**src/rtl/pipe_stage_skid_reg_if.sv**
```systemverilog
// Single valid/ready/data channel between pipeline stages.
interface pipe_stage_skid_reg_if #(
  parameter int unsigned DATA_W = 110
);
  logic              valid;
  logic              ready;
  logic [DATA_W-1:0] data;

  modport master (output valid, output data, input ready);
  modport slave  (input valid, input data, output ready);
endinterface

```
**src/rtl/pipe_stage_skid_reg.sv**
```systemverilog
// Pipeline stage register with a 2-entry skid buffer, flush, and valid/ready handshake.
// Optional stall counter enabled by defining PIPE_STALL_CNT_EN.
module pipe_stage_skid_reg #(
  parameter int unsigned DATA_W = 110
`ifdef PIPE_STALL_CNT_EN
  , parameter int unsigned CNT_W = 16
`endif
) (
  input  logic                  clk,
  input  logic                  clr,
  input  logic                  flush,
  pipe_stage_skid_reg_if.slave  in_ch,
  pipe_stage_skid_reg_if.master out_ch
`ifdef PIPE_STALL_CNT_EN
  , output logic [CNT_W-1:0]    stall_cnt
`endif
);

  typedef enum logic [1:0] {StEmpty, StFull, StSkid} state_e;

  state_e            state_q;
  logic              out_valid_q;
  logic              in_ready_q;
  logic [DATA_W-1:0] main_d;
  logic [DATA_W-1:0] skid_d;
  logic              in_fire;
  logic              out_fire;

  assign in_fire  = in_ch.valid & in_ready_q;
  assign out_fire = out_valid_q & out_ch.ready;

  assign in_ch.ready  = in_ready_q;
  assign out_ch.valid = out_valid_q;
  assign out_ch.data  = main_d;

  // out_valid_q tracks state_q != StEmpty and in_ready_q tracks state_q != StSkid,
  // kept as their own flops so both ports come straight from registers.
  always_ff @(posedge clk or posedge clr) begin
    if (clr) begin
      state_q     <= StEmpty;
      out_valid_q <= 1'b0;
      in_ready_q  <= 1'b1;
      main_d      <= '0;
      skid_d      <= '0;
    end else if (flush) begin
      state_q     <= StEmpty;
      out_valid_q <= 1'b0;
      in_ready_q  <= 1'b1;
      main_d      <= '0;
      skid_d      <= '0;
    end else begin
      unique case (state_q)
        StEmpty: begin
          if (in_fire) begin
            state_q     <= StFull;
            out_valid_q <= 1'b1;
            main_d      <= in_ch.data;
          end
        end
        StFull: begin
          if (in_fire && out_fire) begin
            main_d <= in_ch.data;
          end else if (in_fire) begin
            state_q    <= StSkid;
            in_ready_q <= 1'b0;
            skid_d     <= in_ch.data;
          end else if (out_fire) begin
            state_q     <= StEmpty;
            out_valid_q <= 1'b0;
          end
        end
        StSkid: begin
          if (out_fire) begin
            state_q    <= StFull;
            in_ready_q <= 1'b1;
            main_d     <= skid_d;
          end
        end
        default: begin
          state_q     <= StEmpty;
          out_valid_q <= 1'b0;
          in_ready_q  <= 1'b1;
        end
      endcase
    end
  end

`ifdef PIPE_STALL_CNT_EN
  // Saturating; flush does not clear it, only clr does.
  always_ff @(posedge clk or posedge clr) begin
    if (clr) begin
      stall_cnt <= '0;
    end else if (out_valid_q && !out_ch.ready && !flush && (stall_cnt != {CNT_W{1'b1}})) begin
      stall_cnt <= stall_cnt + CNT_W'(1);
    end
  end
`endif

endmodule

```
**src/flat_wrapper.sv**
```systemverilog
// flat-port wrapper written by rule: the top's interface ports become plain ports
module pipe_stage_skid_reg_flat 
#(
  parameter int unsigned DATA_W = 110

)
  (clk, clr, flush, in_ch_valid, in_ch_data, in_ch_ready, out_ch_valid, out_ch_data, out_ch_ready);
  pipe_stage_skid_reg_if #(.DATA_W(DATA_W)) in_ch_i ();
  pipe_stage_skid_reg_if #(.DATA_W(DATA_W)) out_ch_i ();
  input  logic clk;
  input  logic clr;
  input  logic flush;
  input wire logic [$bits(in_ch_i.valid)-1:0] in_ch_valid;
  input wire logic [$bits(in_ch_i.data)-1:0] in_ch_data;
  output wire logic [$bits(in_ch_i.ready)-1:0] in_ch_ready;
  output wire logic [$bits(out_ch_i.valid)-1:0] out_ch_valid;
  output wire logic [$bits(out_ch_i.data)-1:0] out_ch_data;
  input wire logic [$bits(out_ch_i.ready)-1:0] out_ch_ready;
  assign in_ch_i.valid = in_ch_valid;
  assign in_ch_i.data = in_ch_data;
  assign in_ch_ready = in_ch_i.ready;
  assign out_ch_valid = out_ch_i.valid;
  assign out_ch_data = out_ch_i.data;
  assign out_ch_i.ready = out_ch_ready;
  pipe_stage_skid_reg #(.DATA_W(DATA_W)) u_core (.clk(clk), .clr(clr), .flush(flush), .in_ch(in_ch_i), .out_ch(out_ch_i));
endmodule
```
**config.mk**
```make
export PLATFORM = sky130hd
export DESIGN_NAME = pipe_stage_skid_reg_flat
export DESIGN_NICKNAME = d
export VERILOG_FILES = /design/src/rtl/pipe_stage_skid_reg_if.sv /design/src/rtl/pipe_stage_skid_reg.sv /design/src/flat_wrapper.sv
export SDC_FILE = /design/constraint.sdc
export NUM_CORES = 1
export LEC_CHECK = 0
export ABC_AREA = 0
export BUFFER_PORTS_ARGS = -buffer_cell sky130_fd_sc_hd__buf_2
export CORE_ASPECT_RATIO = 0.7
export CORE_MARGIN = 5
export CORE_UTILIZATION = 41
export CTS_CLUSTER_SIZE = 12
export DETAILED_ROUTE_END_ITERATION = 6
export PLACE_DENSITY = 0.7
export SYNTH_ARGS = -nofsm -noshare
export SYNTH_HDL_FRONTEND = slang
export SYNTH_SLANG_ARGS = --single-unit
```
**constraint.sdc**
```tcl
create_clock -name clk -period 8.8 [get_ports clk]
set_input_delay 0.88 -clock clk [delete_from_list [all_inputs] [get_ports clk]]
set_output_delay 0.88 -clock clk [all_outputs]
set_load 0.02 [all_outputs]
```
* After elaboration in Yosys (flattened, before gate mapping)
Cells that the tools add are included.
** Storage, ports and cells
- Register bits after elaboration :: 224
- Bits of input ports :: 115
- Word-level logic and storage cells :: 56
** Cells by class
- Eq/ne operators :: 13
- Reductions and logical operators :: 10
- Multiplexer cells :: 26
- Bitwise operators :: 2
** Operators with widths (count)
- two-way mux 110 bit :: 7
- one-hot mux 110 bit (3 select lines) :: 1
- != test 3 x 2 -> 1 bit (second input constant) :: 5
- two-way mux 2 bit :: 6
- AND reduction 4 bit :: 3
- two-way mux 1 bit :: 9
- != test 2 bit (second input constant) :: 3
- != test 3 bit (second input constant) :: 2
- one-hot mux 1 bit (3 select lines) :: 2
- one-hot mux 2 bit (3 select lines) :: 1
- AND reduction 5 bit :: 1
- != test 4 x 2 -> 1 bit (second input constant) :: 1
- nonzero test 2 bit :: 2
- nonzero test 4 bit :: 1
- AND reduction 3 bit :: 1
- AND 1 bit :: 2
- equality test 2 x 1 -> 1 bit (second input constant) :: 1
- equality test 2 bit (second input constant) :: 1
- logical NOT 2 bit :: 1
- logical AND 1 bit :: 1

* Depth between registers and ports, before layout
Gate-level depths: netlist (run 1).
- Depth in word-level cells :: 6
- Mapped depth :: 6
- Depth with buffers taken out :: 3

* Least setup slack after synthesis (run 1)
No wires, ideal clock.
- Path kind :: input -> register
- From :: input port out_ch_ready
- To :: register u_core.main_d[11] (netlist: u_core.out_ch.data[11])
- Stages on the path :: 6
- Library setup time :: 0.142 ns
- Required time :: 8.658 ns
- Setup slack :: 6.764 ns
- Data arrival time :: 1.894 ns
- Buffers on the path :: 3
- Path through :: a21bo_2 buf_6 a221oi_2 buf_6 buf_6 o31ai_2
** On the way
- Cells in the longest elaborated chain, start to end :: 4
- Elaborated cells between the ends (all ways) :: 5
- Classes of those cells :: 2 x eq/ne; 1 x bitwise; 2 x reduce/logical
** Ends and longest elaborated chain
- start: declaration :: RTL line flat_wrapper.sv:18 : input wire logic [$bits(out_ch_i.ready)-1:0] out_ch_ready;
- AND 1 bit (*) :: RTL line pipe_stage_skid_reg.sv:30 : assign out_fire = out_valid_q & out_ch.ready;
- logical AND 1 bit :: RTL line pipe_stage_skid_reg.sv:61 : if (in_fire && out_fire) begin
- != test 3 x 2 -> 1 bit (no source line)
- AND reduction 4 bit (no source line) (*)
- end signal: assignment :: RTL line pipe_stage_skid_reg.sv:57 : main_d <= in_ch.data;
- end signal: assignment :: RTL line pipe_stage_skid_reg.sv:62 : main_d <= in_ch.data;
- end signal: assignment :: RTL line pipe_stage_skid_reg.sv:76 : main_d <= skid_d;
- end: declaration :: RTL line pipe_stage_skid_reg.sv:24 : logic [DATA_W-1:0] main_d;
Mark *: on every way between the ends. The rest lies on a longest branch, timed or not.
A chain may end at the register's enable or synchronous reset.

* Worst setup path in the final report (run 1)
- From :: register u_core.state_q[1]
- To :: register u_core.main_d[2] (netlist: u_core.out_ch.data[2])
** On the way
- Cells in the longest elaborated chain, start to end :: 3
- Elaborated cells between the ends (all ways) :: 10
- Classes of those cells :: 5 x eq/ne; 2 x mux; 3 x reduce/logical
** Ends and longest elaborated chain
- start: declaration :: RTL line pipe_stage_skid_reg.sv:21 : state_e state_q;
- start signal: assignment :: RTL line pipe_stage_skid_reg.sv:40 : state_q <= StEmpty;
- start signal: assignment :: RTL line pipe_stage_skid_reg.sv:46 : state_q <= StEmpty;
- start signal: assignment :: RTL line pipe_stage_skid_reg.sv:55 : state_q <= StFull;
- equality test 2 bit (tied with other cells) :: RTL line pipe_stage_skid_reg.sv:52 : unique case (state_q)
- != test 3 x 2 -> 1 bit (no source line) (tied with other cells)
- AND reduction 4 bit (no source line) or two-way mux 110 bit (tied branches)
Several ways; a longest one is shown, not always the timed one.

==> results.cfg, run 1 <==
[die]
core_mm2 = 0.0267
die_area_mm2 = 0.0305
start_util_pct = 41.6
die_y_um = 148
rows = 50
die_w_um = 206
ios = 227

[cells_and_area]
antenna_cells = 0
drive_gt1_share_pct = 24.8
layout_common_cells = 225 x buf_2, 223 x dfrtp_1, 114 x a21oi_1
area_growth_pct = 16.5
final_common_cell = buf_2
fin_nets = 1292
nFillCells = 2480

[global_routing]
grt_first_pass_wirelength_mm = 53.5
antenna_found_initial = 6
grt_max_degree = 222
track_usage_pct = 21.2
grt.overflow.total = 0
grt_pass1_vias = 9055

[detailed_routing]
first_pass_iters = 5
drt-total-wl_mm = 33.6
routedWlPerCell_um = 21.6
vias = 9404
drc_errors = 0
routed_via_density = 6.05
drt-initial-drc-count = 794
drtAntennaViolNets = 0

[yosys]
syn_area_mm2 = 0.0111
syn-num-nets = 1172
yosysUniqueCellTypes = 30
yosysWarnings = 0
syn_inst = 1057
avgSynthCellArea_um2 = 10.5
seq_area_frac_synth_pct = 50.6
async_reset_ff_share_pct = 100
ys.flop_type = dfrtp_1
synth_edf_count = 0
synth-seq-cells = 224

[pwr]
ir_worst_vdd_mv = 0.218
powerDensity_mw_per_mm2 = 234
p_leak_nw = 5.32

[sta]
period_minus_slack_ns = 3.13
finClkSkew_ns = 0.00594
setup_violations = 0
slew_violations = 0
fmax_ghz = 0.319
tns_ns = 0
rsz0062_at_grt = no
hold_viol_final = 0
slew_headroom_pct = 21.6
hold_slack_ns = 0.482
min_period_over_period_pct = 35.6
worstMarginPinSlew_ns = 1.18

[cts]
post_cts_resized = 0
cts.clk_slew.worst_paths_ns = 0.06
cts_buffers = 24
post_cts_buffers = 0
clk-insertion-delay-late_ns = 0.51
cts_buffer_depth = 3
hold_buffers = 0
cts.htree.levels = 1
cts_tree = built
cts.sinks = 224
root_buffer = clkbuf_16

[placement]
dp_hpwl_mm = 18.4
portBuffers = 226
place.gp.congestion = 0.769

[worst_hold_path]
hold_class = in -> async

[worst_setup_path]
arrival_ns = 3.48
cp-end-kind = flip-flop
start_kind = flip-flop
worstSetupPathType = reg -> reg
critPathMaxFanout = 59
worst-endpoint-required_ns = 9.15

[flow_run]
maxCapViolations = 0

[outcome]
outcome = finished clean
## path summary, 6_finish.rpt
kind | end | slack [ns] | cells after the start | from
min in group clk | u_core.skid_d[72] | 0.54 | 2 | u_core.skid_d[72]
max | u_core.out_ch.data[2] | 5.67 | 5 | u_core.state_q[1]
max reg2reg | u_core.out_ch.data[2] | 5.67 | 5 | u_core.state_q[1]
max in group asynchronous | u_core.out_ch.data[92] | 6.15 | 4 | clr
min | u_core.out_ch.data[89] | 0.48 | 2 | clr
min reg2reg | u_core.skid_d[72] | 0.54 | 2 | u_core.skid_d[72]
## per-layer routing
metal	track usage, %	wire, µm	up-vias
met5	0	69	-
met4	3.72	556	12
met3	4.23	2410	48
met2	31.2	15000	339
met1	32.9	15600	4666
li1	-	-	4339
## state kept, by name (all words and copies together) (netlist names)
signal and flops:
u_core.state_q 2, u_core.out_ch.data 110, u_core.skid_d 110, u_core.in_ch.ready 1
u_core.out_ch.valid 1
## area by class of cell
| cell class | instances | area (µm²) | share of cell area, % |
|---|---|---|---|
| Tap cell | 364 | 455 | 3.53 |
| Clock inverter | 2 | 12.5 | 0.0969 |
| Timing Repair Buffer | 241 | 1270 | 9.88 |
| Clock buffer | 38 | 744 | 5.77 |
| Sequential cell | 224 | 5610 | 43.4 |
| Multi-Input combinational cell | 683 | 4790 | 37.1 |
| Inverter | 3 | 21.3 | 0.165 |
## worst max-delay path, cell delays in order (launching register included)
cell	delay (ns)
dfrtp_1	0.51
nor2b_4	0.23
buf_4	0.74
buf_4	0.89
mux2i_1	0.32
o31ai_1	0.09
## where the power goes
part / switching (mW) / internal, mW
combinational: 0.582 / 0.230
sequential: 0.0765 / 1.15
clock: 0.407 / 0.575
total: 1.07 / 1.96
## logic make-up (layout without fill, tap and decap cells)
| group | Yosys count | count (layout) | share of synthesized area [%] |
|---|---|---|---|
| compound gates | 451 | 451 | 27.3 |
| buf+inv | 150 | 284 | 6.47 |
| simple gates | 121 | 121 | 5.60 |
| mux | 111 | 111 | 10.0 |
| flops | 224 | 224 | 50.6 |
## cells in the mapped netlist, types with 3 or more instances
master,n,area (µm²)
a21oi_1,114,571
o31ai_2,10,125
o21ai_0,111,556
mux2i_1,111,1110
clkbuf_1,99,372
o2111ai_1,110,963
nand3_1,110,551
dfrtp_1,223,5580
buf_6,12,135
inv_1,3,11.3
buf_2,24,120
o31ai_1,100,751
buf_4,9,67.6
buf_1,3,11.3
## stage by stage
step	worst slack [ns]	util (%)	cell area [µm²]	cells	total power, mW
after floorplan	1.79	-	11100	1057	1.80
after global placement	5.41	45.6	12200	1515	2.05
after detailed placement	5.33	45.6	12200	1515	2.06
after CTS	5.69	48.4	12900	1555	3.05
after global routing	5.54	48.4	12900	1555	3.17
final	5.67	48.4	12900	1555	3.02
Power figures use the tool's default switching activity.
==> inputs of run 2 (changes only) <==
--- a/config.mk
+++ b/config.mk
@@ -5,14 +5,14 @@
 export SDC_FILE = /design/constraint.sdc
 export NUM_CORES = 1
 export LEC_CHECK = 0
-export ABC_AREA = 0
+export ABC_AREA = 1
 export BUFFER_PORTS_ARGS = -buffer_cell sky130_fd_sc_hd__buf_2
 export CORE_ASPECT_RATIO = 0.7
 export CORE_MARGIN = 5
 export CORE_UTILIZATION = 41
 export CTS_CLUSTER_SIZE = 12
 export DETAILED_ROUTE_END_ITERATION = 6
-export PLACE_DENSITY = 0.7
+export PLACE_DENSITY = 0.72
 export SYNTH_ARGS = -nofsm -noshare
 export SYNTH_HDL_FRONTEND = slang
 export SYNTH_SLANG_ARGS = --single-unit
==> constraint.sdc (replaced) <==
create_clock -name clk -period 2.5 [get_ports clk]
set_input_delay 0.25 -clock clk [delete_from_list [all_inputs] [get_ports clk]]
set_output_delay 0.25 -clock clk [all_outputs]
set_load 0.02 [all_outputs]
==> run 2 against run 1 <==
Compared with the run above:
- clock power increased to 3.5 times the previous value
- register-to-register slack got worse by 5.1 ns
- clock-buffer cell count unchanged
==> results.cfg, run 2 <==
[cts]
cts.sinks = 224
post_cts_buffers = 0
root_buffer = clkbuf_16
post_cts_resized = 0
cts_tree = built
hold_buffers = 105
cts_buffers = 24
cts_buffer_depth = 3
cts.htree.levels = 1
clk-insertion-delay-late_ns = 0.52
cts.clk_slew.worst_paths_ns = 0.06

[yosys]
synthTopCellsByCount = 565 x nand2_1, 333 x nand3_1, 223 x dfrtp_1
synth_most_common_cell = nand2_1
yosysUniqueCellTypes = 16
synth_edf_count = 0
synth_top_area_share_pct = 52.1
ys.flop_type = dfrtp_1
seq_area_frac_synth_pct = 52.4
syn_inst = 1376
yosysTopAreaCell = dfrtp_1
synthTopCellsByArea = dfrtp_1 52%, nand2_1 20%, nand3_1 16%
avgSynthCellArea_um2 = 7.78
async_reset_ff_share_pct = 100
syn-num-nets = 1491
synth-seq-cells = 224
yosysWarnings = 0
syn_area_mm2 = 0.0107

[detailed_routing]
drt-initial-drc-count = 1014
vias = 10800
drt-total-wl_mm = 34.3
routedWlPerCell_um = 17.3
drc_errors = 0
drtAntennaViolNets = 0
routed_via_density = 5.42
first_pass_iters = 6

[cells_and_area]
final_util_pct = 53.6
layout_common_cells = 561 x nand2_1, 333 x nand3_1, 225 x buf_2
area_growth_pct = 28.7
design_area_mm2 = 0.0138
fin_nets = 1754
layoutNonFillerInstCount = 1985
final_common_cell = nand2_1
drive_gt1_share_pct = 18.2

[placement]
placedCellCount = 1839
place.gp.congestion = 0.817
portBuffers = 226
placedInstanceArea_mm2 = 0.0120
detailedPlace.worstSlack_ns = 0.598
dp_hpwl_mm = 20.3

[outcome]
outcome = finished clean

[worst_hold_path]
hold_class = in -> reg
hold-path-endpoint = u_core.skid_d[8]
hold_path_depth = 3
hold_start = in_ch_data[8]

[worst_setup_path]
rr_worst_depth = 6
critPathMaxFanout = 90
start_kind = flip-flop
cp-end-kind = flip-flop
r2r-end = u_core.out_ch.data[19]
reg2reg_slack_ns = 0.55
rr_startpoint = u_core.state_q[0]
worstSetupPathType = reg -> reg
worst-endpoint-required_ns = 2.95
arrival_ns = 2.40

[flow_run]
maxCapViolations = 0

[pwr]
p_leak_nw = 7.45
powerDensity_mw_per_mm2 = 929
ir_worst_vdd_mv = 0.622

[sta]
hold_viol_final = 0
setup_violations = 0
slew_headroom_pct = 30.0
worstMarginPinSlew_ns = 1.05
finClkSkew_ns = 0.00776
worst_slack_ns = 0.549
slew_violations = 0
rsz0062_at_grt = no
min_period_over_period_pct = 78.0
period_minus_slack_ns = 1.95
fmax_ghz = 0.513
tns_ns = 0

[die]
die_area_mm2 = 0.0295
rows = 49
die_y_um = 145
start_util_pct = 41.7
die_w_um = 203
ios = 227
core_mm2 = 0.0257

[global_routing]
antenna_found_initial = 1
grt_pass1_vias = 10800
grt_max_degree = 111
track_usage_pct = 22.9
grt_first_pass_wirelength_mm = 56.9
grt.overflow.total = 0
==> run 2: area by class of cell <==
class / instances / area [µm²]
well taps: 331 / 414
clock inverters: 2 / 12.5
diodes: 1 / 2.50
repair buffers: 358 / 2510
flip-flops and latches: 224 / 5610
clock buffers: 38 / 744
fillers: 2405 / 11900
inverters: 9 / 45.0
multi-input cells: 1022 / 4440
==> run 2: where the power goes <==
group	switching, mW	internal (mW)	leakage, nW	total, mW
sequential	0.485	4.47	2.91	4.95
combinational	3.09	1.27	4.17	4.36
clock	1.46	2.02	0.370	3.48
total	5.04	7.76	7.45	12.8
==> run 2: kinds of logic (layout without fill, tap and decap cells) <==
logic type             after synthesis  count (layout)  share of synthesized area (%)
buffers and inverters              130             407                           6.48
and+or+nand+nor                    906             906                           35.7
other                                0               1                              0
DFF                                224             224                           52.4
AOI/OAI and AO/OA                  116             116                           5.42
==> run 2: worst max path at each step <==
stage	to	slack, ns	from
CTS	u_core.out_ch.data[94]	0.58	u_core.state_q[0]
detailed placement	u_core.skid_d[42]	0.60	u_core.in_ch.ready
floorplan	u_core.out_ch.data[0]	-0.67	clr
finish	u_core.out_ch.data[19]	0.55	u_core.state_q[0]
global placement	u_core.out_ch.data[53]	0.57	u_core.state_q[0]
global route	u_core.out_ch.data[53]	0.37	u_core.state_q[0]
==> run 2: routing by layer <==
metal	part of all wire, %	vias to the layer above	global-route usage (%)
li1	-	5021	-
met5	0	-	0
met4	2.1	0	5.29
met1	43	5181	32.1
met3	9.1	63	5.38
met2	45	492	36.3
==> run 2: stage by stage <==
step / hold slack (ns) / power (mW)
after CTS: 0.000733 / 12.9
final: 0.0176 / 12.8
after floorplan: 0.388 / 7.83
after global placement: 0.309 / 9.17
after global routing: 0.0277 / 13.6
after detailed placement: 0.300 / 9.24
==> run 2: worst max-delay path, stage by stage (launching register included) <==
cell and delay (ns):
dfrtp_1 0.39, clkinv_2 0.06, buf_4 0.79, nand3_1 0.20, a21oi_1 0.24, nand3_1 0.10, nand2_1 0.08
==> inputs of run 3 (changes only) <==
==> constraint.sdc (replaced) <==
create_clock -name clk -period 1.6 [get_ports clk]
set_input_delay 0.16 -clock clk [delete_from_list [all_inputs] [get_ports clk]]
set_output_delay 0.16 -clock clk [all_outputs]
set_load 0.02 [all_outputs]
==> run 3 against run 2 <==
Compared with the run above:
- combinational power grew 110%
- clock power grew 62%
- core utilization grew 5.3 points
- sequential cell count is the same
- critical path depth grew 1
- total power grew 76%
- cell area grew 9.9%
- largest power group is now combinational logic
==> results.cfg, run 3 (synthesis results as in run 2) <==
[outcome]
outcome = finished clean

[worst_setup_path]
critical-path-top-delay-family = flip-flops
reg2reg_slack_ns = 0.02
critPathMaxFanout = 14
worst-endpoint-required_ns = 2.05
rr_startpoint = u_core.state_q[1]
crit_slowest_cell = dfrtp_4
cp-end-kind = flip-flop
worstSetupPathType = reg -> reg
crit_buf_inv = 2
cpPeakStageDelay_ns = 0.57
r2r-end = u_core.skid_d[45]
arrival_ns = 2.03
critPathLaunch = u_core.state_q[1]
start_kind = flip-flop
path_cells = nor2_4 > nand2_2 > nand2_4 > buf_12 > clkbuf_16 > nand3_1 > nand2_1
rr_worst_depth = 7

[die]
ios = 227
start_util_pct = 41.7
die_y_um = 145
die_area_mm2 = 0.0295
die_w_um = 203
rows = 49
core_mm2 = 0.0257

[detailed_routing]
wl_met1_mm = 17.2
dr.max_layer_used = met4
drt-total-wl_mm = 40.9
routedWlPerCell_um = 20.0
wl_met2_mm = 18.3
first_pass_iters = 6
vias = 11400
drt-initial-drc-count = 1346
wl_met3_mm = 4.66
drc_errors = 0
routed_via_density = 5.57
drtAntennaViolNets = 0

[placement]
detailedPlace.worstSlack_ns = -0.100
placedInstanceArea_mm2 = 0.0123
dp_hpwl_mm = 21.3
portBuffers = 226
place.gp.congestion = 0.840

[worst_hold_path]
hold-path-endpoint = u_core.state_q[0]
hold_start = out_ch_ready
hold_class = in -> reg
hold_path_depth = 4

[cts]
cts_buffers = 24
cts_buffer_depth = 3
root_buffer = clkbuf_16
cts.clk_slew.worst_paths_ns = 0.06
clk-insertion-delay-late_ns = 0.51
cts.sinks = 224
cts_tree = built
cts.htree.levels = 1

[global_routing]
grt_pass1_vias = 10800
grt_max_degree = 85
track_usage_pct = 23.2
antenna_found_initial = 2
grt.overflow.total = 0
grt_first_pass_wirelength_mm = 57.6

[cells_and_area]
nFillCells = 2190
design_area_mm2 = 0.0151
area_growth_pct = 41.4
final_common_cell = nand2_1
drive_gt1_share_pct = 21.3
fin_nets = 1814
layout_common_cells = 557 x nand2_1, 332 x nand3_1, 225 x buf_2

[sta]
fmax_ghz = 0.631
setup_violations = 0
slew_violations = 0
min_period_over_period_pct = 99.0
finClkSkew_ns = 0.0106
worstMarginPinSlew_ns = 0.433
slew_headroom_pct = 71.1
worst_slack_ns = 0.0156
rsz0062_at_grt = yes
period_minus_slack_ns = 1.58
tns_ns = 0
hold_viol_final = 0

[pwr]
p_int_mw = 13.7
finalPower_mw = 22.6
comb_power_share_pct = 40.5
sw_frac_of_total_pct = 39.4
switchingPower_mw = 8.89
ir_worst_vdd_mv = 0.758
pwr-share-seq_pct = 34.5
clkPwrFrac_pct = 25.0
p_leak_nw = 8.08
powerDensity_mw_per_mm2 = 1490

[flow_run]
maxCapViolations = 0
## run 3: routing by layer
layer	track usage, %	up-vias
met3	4.66	63
met2	36.1	719
met5	0	-
met4	4.48	0
met1	34.0	5459
li1	-	5170
## run 3: worst min-delay path, cell delays in order
cell and delay [ns]:
buf_2 0.11, nand2_2 0.09, o21ai_0 0.08, o21ai_0 0.08
## run 3: metrics by stage
step / hold slack [ns] / cells / utilization [%]
floorplan: 0.298 / 1376 / -
global placement: 0.106 / 1859 / 48.0
detailed placement: 0.106 / 1859 / 48.0
CTS: 0.0479 / 2012 / 55.4
global route: 0.0818 / 2048 / 58.9
finish: 0.0572 / 2048 / 58.9
## run 3: how the worst max path moves through the flow
stage | cells past startpoint | slack [ns] | end
after global placement | 7 | -0.03 | u_core.out_ch.data[53]
after floorplan | 1 | -1.48 | u_core.out_ch.data[0]
after detailed placement | 7 | -0.10 | u_core.out_ch.data[48]
after global routing | 6 | -0.02 | u_core.out_ch.data[39]
after CTS | 8 | -0.0002 | u_core.skid_d[88]
final | 7 | 0.02 | u_core.skid_d[45]
## run 3: area by class of cell
type                       count  area [µm²]  area share, %
clock inverter                 3        40.0          0.264
sequential                   224        5610           37.1
clock buffer                  39         748           4.94
multi-input combinational   1024        4560           30.1
tap                          331         414           2.74
timing repair buffer         416        3700           24.4
antenna                        2        5.00         0.0331
inverter                       9        65.1          0.430
## run 3: timing repair
item,in CTS,in global routing
setup buffers,0,7
endpoints found under the hold margin,187,0
resized for setup,3,51
hold buffers,111,0
pin swaps,0,6
endpoints found under the setup margin,57,220
cloned,0,27
## run 3: power groups by stage
stage | combinational (mW) | clock (mW) | sequential, mW
6_report | 9.15 | 5.64 | 7.79
5_1_grt | 9.76 | 6.00 | 7.94
4_1_cts | 7.43 | 5.76 | 7.73
3_5_place_dp | 7.19 | 0 | 7.79
3_3_place_gp | 7.09 | 0 | 7.77
2_1_floorplan | 3.41 | 0 | 8.82
